==> src/rtl/mbus_rx_capture_fifo_pkg.sv <==
// Shared types for the MBus RX capture FIFO: the 72-bit entry layout and the
// handshake FSM state encodings.
package mbus_rx_capture_fifo_pkg;

  localparam int ENTRY_W = 72;

  typedef enum logic [1:0] {
    ST_IDLE     = 2'd0,
    ST_ACK      = 2'd1,
    ST_FAILWAIT = 2'd2
  } state_t;

  typedef struct packed {
    logic [1:0]  rsvd;
    logic        first;
    logic        last;
    logic        fail;
    logic        broadcast;
    logic [1:0]  control_bits;
    logic [31:0] addr;
    logic [31:0] data;
  } entry_t;

  // Marker entry recorded when the bus reports a failure outside a request.
  function automatic entry_t fail_marker(input logic first);
    entry_t e;
    e       = '0;
    e.first = first;
    e.last  = 1'b1;
    e.fail  = 1'b1;
    return e;
  endfunction

endpackage

==> src/rtl/mbus_rx_fifo_mem.sv <==
// DEPTH x 72 register array: one synchronous write port, one asynchronous
// read port.
module mbus_rx_fifo_mem
  import mbus_rx_capture_fifo_pkg::*;
#(
  parameter int DEPTH_LOG2 = 3,
  parameter int DEPTH      = 1 << DEPTH_LOG2
) (
  input  logic                  clk,
  input  logic                  wr_en,
  input  logic [DEPTH_LOG2-1:0] wr_addr,
  input  entry_t                wr_entry,
  input  logic [DEPTH_LOG2-1:0] rd_addr,
  output entry_t                rd_entry
);

  entry_t mem_q [DEPTH];

  // NOTE: storage has no reset; occupancy is tracked by the controller's
  // count, so stale contents are never presented as valid.
  always_ff @(posedge clk) begin
    if (wr_en) mem_q[wr_addr] <= wr_entry;
  end

  assign rd_entry = mem_q[rd_addr];

endmodule

==> src/rtl/mbus_rx_capture_fifo.sv <==
// MBus RX capture: acknowledges incoming words, tags frame/fail flags and
// queues them in a circular buffer for a valid/ready consumer.
module mbus_rx_capture_fifo
  import mbus_rx_capture_fifo_pkg::*;
#(
  parameter int DEPTH_LOG2 = 3,
  parameter int DEPTH      = 1 << DEPTH_LOG2
) (
  input  logic        clk,
  input  logic        reset,
  input  logic [31:0] mbus_rx_addr,
  input  logic [31:0] mbus_rx_data,
  input  logic        mbus_rx_req,
  input  logic        mbus_rx_pend,
  input  logic        mbus_rx_fail,
  input  logic        mbus_rx_broadcast,
  input  logic [1:0]  mbus_rx_control_bits,
  output logic        mbus_rx_ack,
  output logic        out_valid,
  input  logic        out_ready,
  output logic [31:0] out_addr,
  output logic [31:0] out_data,
  output logic        out_first,
  output logic        out_last,
  output logic        out_fail,
  output logic        out_broadcast,
  output logic [1:0]  out_control_bits,
  output logic        stall
);

  localparam logic [DEPTH_LOG2:0] FULL_CNT = (DEPTH_LOG2 + 1)'(DEPTH);

  state_t                state_q, state_d;
  logic                  marker_pend_q, marker_pend_d;
  logic                  fail_q, frame_start_q;
  logic [DEPTH_LOG2-1:0] wr_ptr_q, rd_ptr_q;
  logic [DEPTH_LOG2:0]   count_q;
  logic                  full, empty, push, push_marker, pop, fail_rise;
  entry_t                wr_entry, head;
  logic [1:0]            unused_rsvd;

  assign full      = (count_q == FULL_CNT);
  assign empty     = (count_q == '0);
  assign fail_rise = mbus_rx_fail & ~fail_q;
  assign pop       = out_ready & ~empty;

  // NOTE: sequential state is always assigned with <= so every flop samples
  // the pre-edge value of its neighbours.
  always_ff @(posedge clk or posedge reset) begin
    if (reset) begin
      state_q       <= ST_IDLE;
      marker_pend_q <= 1'b0;
      fail_q        <= 1'b0;
      frame_start_q <= 1'b1;
    end else begin
      state_q       <= state_d;
      marker_pend_q <= marker_pend_d;
      fail_q        <= mbus_rx_fail;
      if (push) frame_start_q <= wr_entry.last;
    end
  end

  // NOTE: defaults first so no path through the case leaves a latch.
  always_comb begin
    state_d       = state_q;
    marker_pend_d = marker_pend_q;
    unique case (state_q)
      ST_IDLE: begin
        if (mbus_rx_req) begin
          if (!full) state_d = ST_ACK;
        end else if (fail_rise) begin
          state_d       = ST_FAILWAIT;
          marker_pend_d = full;
        end
      end
      ST_ACK: if (!mbus_rx_req) state_d = ST_IDLE;
      ST_FAILWAIT: begin
        if (marker_pend_q && !full) marker_pend_d = 1'b0;
        if (!mbus_rx_fail && !marker_pend_q) state_d = ST_IDLE;
      end
      default: state_d = ST_IDLE;
    endcase
  end

  always_comb begin
    push        = 1'b0;
    push_marker = 1'b0;
    stall       = 1'b0;
    mbus_rx_ack = (state_q == ST_ACK);
    unique case (state_q)
      ST_IDLE: begin
        if (mbus_rx_req) begin
          push  = !full;
          stall = full;
        end else if (fail_rise && !full) begin
          push        = 1'b1;
          push_marker = 1'b1;
        end
      end
      ST_FAILWAIT: begin
        push        = marker_pend_q && !full;
        push_marker = marker_pend_q && !full;
      end
      default: ;
    endcase
  end

  always_comb begin
    wr_entry              = '0;
    wr_entry.first        = frame_start_q;
    wr_entry.last         = ~mbus_rx_pend;
    wr_entry.fail         = mbus_rx_fail;
    wr_entry.broadcast    = mbus_rx_broadcast;
    wr_entry.control_bits = mbus_rx_control_bits;
    wr_entry.addr         = mbus_rx_addr;
    wr_entry.data         = mbus_rx_data;
    if (push_marker) wr_entry = fail_marker(frame_start_q);
  end

  always_ff @(posedge clk or posedge reset) begin
    if (reset) begin
      wr_ptr_q <= '0;
      rd_ptr_q <= '0;
      count_q  <= '0;
    end else begin
      if (push) wr_ptr_q <= wr_ptr_q + DEPTH_LOG2'(1);
      if (pop)  rd_ptr_q <= rd_ptr_q + DEPTH_LOG2'(1);
      unique case ({push, pop})
        2'b10:   count_q <= count_q + (DEPTH_LOG2 + 1)'(1);
        2'b01:   count_q <= count_q - (DEPTH_LOG2 + 1)'(1);
        default: ;
      endcase
    end
  end

  mbus_rx_fifo_mem #(
    .DEPTH_LOG2 (DEPTH_LOG2),
    .DEPTH      (DEPTH)
  ) u_mem (
    .clk      (clk),
    .wr_en    (push),
    .wr_addr  (wr_ptr_q),
    .wr_entry (wr_entry),
    .rd_addr  (rd_ptr_q),
    .rd_entry (head)
  );

  assign out_valid        = ~empty;
  assign out_addr         = head.addr;
  assign out_data         = head.data;
  assign out_first        = head.first;
  assign out_last         = head.last;
  assign out_fail         = head.fail;
  assign out_broadcast    = head.broadcast;
  assign out_control_bits = head.control_bits;
  assign unused_rsvd      = head.rsvd;

endmodule

==> config.mk <==
export PLATFORM = sky130hd
export DESIGN_NAME = mbus_rx_capture_fifo
export DESIGN_NICKNAME = d
export VERILOG_FILES = /design/src/rtl/mbus_rx_capture_fifo_pkg.sv /design/src/rtl/mbus_rx_fifo_mem.sv /design/src/rtl/mbus_rx_capture_fifo.sv
export SDC_FILE = /design/constraint.sdc
export NUM_CORES = 1
export LEC_CHECK = 0
export CELL_PAD_IN_SITES_DETAIL_PLACEMENT = 1
export CELL_PAD_IN_SITES_GLOBAL_PLACEMENT = 2
export CORE_MARGIN = 4
export CORE_UTILIZATION = 40
export DETAILED_ROUTE_END_ITERATION = 7
export GPL_TIMING_DRIVEN = 0
export PLACE_DENSITY = 0.73
export SETUP_SLACK_MARGIN = 0.5
export SLEW_MARGIN = 20
export SYNTH_ARGS = -nofsm -noshare
export SYNTH_HDL_FRONTEND = slang
export SYNTH_SLANG_ARGS = --single-unit
==> constraint.sdc <==
create_clock -name clk -period 21.5 [get_ports clk]
set_input_delay 4.3 -clock clk [delete_from_list [all_inputs] [get_ports clk]]
set_output_delay 4.3 -clock clk [all_outputs]
set_load 0.01 [all_outputs]
==> flow_metrics.env <==
export IMPL_routed_via_density=5.15
export IMPL_synth_top_family_by_area="multiplexers"
export IMPL_place_gp_congestion=0.691
export IMPL_synth_top_cell_by_area="edfxtp_1"
export IMPL_clk_pin_slew_worst_paths_ns=0.06
export IMPL_io_buffers=145
export IMPL_yosysUniqueCellTypes=32
export IMPL_synth_nets=1050
export IMPL_arrival_ns=5.67
export IMPL_yosys_area_share_simple_pct=2.85
export IMPL_crit_required_ns=17.20
export IMPL_setup_viol=0
export IMPL_seqCellArea_um2=17200
export IMPL_synthAdderAreaFrac_pct=0.371
export IMPL_hold_viol_final=0
export IMPL_ys_ff_latch=575
export IMPL_synthTopCellsByArea="edfxtp_1, mux4_2, mux2_2"
export IMPL_fin_crit_sh_pct=46.4
export IMPL_start_util_pct=40.5
export IMPL_hpwlAfterDp_um=34500
export IMPL_timing_rr_end="u_mem.mem_q[0][47]"
export IMPL_synthMuxAreaShare_pct=17.9
export IMPL_die_h_um=244
export IMPL_tightest_slew_ns=0.811
export IMPL_endpoint_kind="primary output"
export IMPL_path_max_fanout=5
export IMPL_min_path_type="flop to flop"
export IMPL_clock_skew_ns=0.0168
export IMPL_ant_nets=0
export IMPL_wirelength_um=51200
export IMPL_cts_tree="done"
export IMPL_relSlewSlack_pct=46.0
export IMPL_clock_path_buffers=3
export IMPL_cts_root_buf="clkbuf_16"
export IMPL_fin_ws_ns=11.53
export IMPL_worstHoldPathCells=1
export IMPL_overflow=0
export IMPL_rrSetupSlack_ns=18.20
export IMPL_htree_levels=2
export IMPL_slew_viol_final=0
export IMPL_nets=1330
export IMPL_drive_above_1_share_pct=30.4
export IMPL_dr_first_iter_drc_count=806
export IMPL_numCtsBuffers=57
export IMPL_tns_ns=0
export IMPL_pre_cts_slack_ns=11.54
export IMPL_fillers=5022
export IMPL_ios=146
export IMPL_grt_pass1_wl_um=76900
export IMPL_vias=10500
export IMPL_multiInputGateArea_um2=4860
export IMPL_wl_per_cell_um=25.1
export IMPL_startpoint_type="input pin"
export IMPL_cts_sinks=575
export IMPL_core_um2=55100
export IMPL_die_w_um=244
export IMPL_critPathKind="input pin to primary output"
export IMPL_min_from="count_q[3]"
export IMPL_final_common_cell="edfxtp_1"
export IMPL_synth_top_area_share_pct=75.5
export IMPL_dieArea_um2=59600
export IMPL_cts_hold_buf=0
export IMPL_avgSynthCellArea_um2=23.0
export IMPL_post_route_drc_count=0
export IMPL_grtUsageTotal_pct=17.4
export IMPL_grt_pass1_vias=11700
export IMPL_drv_cap=0
export IMPL_grt_max_degree=19
export IMPL_yosys_warnings=0
export IMPL_syn_cell_area_um2=22300
export IMPL_powerDensity_nw_per_um2=133
export IMPL_synth_xor_area_share_pct=0.275
export IMPL_cellLeakagePower_nw=8.86
export IMPL_max_vdd_ir_drop_mv=0.0567
export IMPL_whs_endpoint="count_q[3]"
export IMPL_rows=86
export IMPL_dr_pass1_iters=4
export IMPL_grt_setup_unrepaired="false"
export IMPL_yosysSeqAreaShare_pct=77.1
export IMPL_period_needed_ns=9.97
export IMPL_status="completed"
export IMPL_clk_latency_ns=0.60
export IMPL_cts_resized=0
export IMPL_syn2layout_area_growth_pct=22.6
export IMPL_rr_startpoint="count_q[0]"
export IMPL_mostFrequentLayoutCells="edfxtp_1, clkdlybuf4s50_1, mux4_2, mux2_2, nor2b_1"
export IMPL_antenna_found_initial=1
export IMPL_post_cts_buffers=0
export IMPL_reg2reg_depth=8
export IMPL_synthCells=971
export IMPL_synth_compound_area_share_pct=0.202
export IMPL_fmax_ghz=0.100
export IMPL_final_util_pct=49.6
cell usage after synthesis (all sizes together):
cell,count
mux2i,1
nor4,2
nor3,7
dfstp,1
dfrtp,14
mux4,140
ha,5
or4,1
clkbuf,18
nand3,4
inv,5
o31ai,1
nor2,6
edfxtp,560
a21oi,3
buf,29
fa,1
and2,1
and3,1
o21a,1
nor2b,69
nand2,8
nand2b,7
mux2,73
xnor2,5
xor2,2
nand4,2
o21ai,3
or2,1
metrics by stage:
step	hold WS, ns	area, um2	total power [mW]	std cells
after global placement	0.495	24700	2.71	1864
after CTS	0.523	27300	3.70	2039
after detailed placement	0.515	25600	2.75	1940
final	0.519	27300	3.63	2040
after global routing	0.564	27300	3.81	2039
after floorplan	0.475	22300	2.18	971
sequential cells by signal (all words and copies together), names as in the netlist:
name	flops
u_mem.mem_q	560
count_q	4
rd_ptr_q	3
wr_ptr_q	3
state_q	2
fail_q	1
frame_start_q	1
marker_pend_q	1
worst max path at each step:
| stage | start | end | cells past startpoint |
|---|---|---|---|
| 4_1_cts | mbus_rx_req | stall | 4 |
| 2_1_floorplan | mbus_rx_fail | u_mem.mem_q[0][0] | 4 |
| 5_1_grt | mbus_rx_req | stall | 4 |
| 3_3_place_gp | mbus_rx_fail | u_mem.mem_q[0][43] | 5 |
| 6_report | mbus_rx_req | stall | 4 |
| 3_5_place_dp | mbus_rx_req | stall | 4 |
logic make-up after synthesis:
| logic type | after synthesis |
|---|---|
| AOI/OAI and AO/OA | 8 |
| muxes | 214 |
| DFF | 575 |
| xor gates and xnor gates | 7 |
| and+or+nand+nor | 109 |
| buffers and inverters | 52 |
| adders and majority gates | 6 |
report_power, final:
part | internal (mW) | switching (mW)
clock network | 0.543 | 0.396
registers | 1.39 | 0.0392
logic | 0.654 | 0.604
total | 2.59 | 1.04
critical path: stages:
cell             delay (ns)
clkdlybuf4s50_1        0.57
nand2b_1               0.10
nor3_1                 0.14
clkdlybuf4s50_1        0.57
layer usage:
metal | GRT usage (%) | vias to the layer above | wire length [um]
li1 | - | 4594 | -
met1 | 24.5 | 5630 | 23000
met2 | 28.6 | 226 | 25100
met3 | 3.56 | 58 | 2250
met4 | 3.51 | 0 | 810
met5 | 0 | - | 0
cell type report:
type,count,share of cell area [%]
Antenna cell,1,0.00916
Sequential cell,575,62.9
Clock inverter,30,0.870
Multi-Input combinational cell,344,17.8
Clock buffer,69,5.54
Inverter,5,0.0687
Tap cell,748,3.43
Buffer,47,0.971
Timing Repair Buffer,221,8.38
Power figures use the tool's default switching activity.
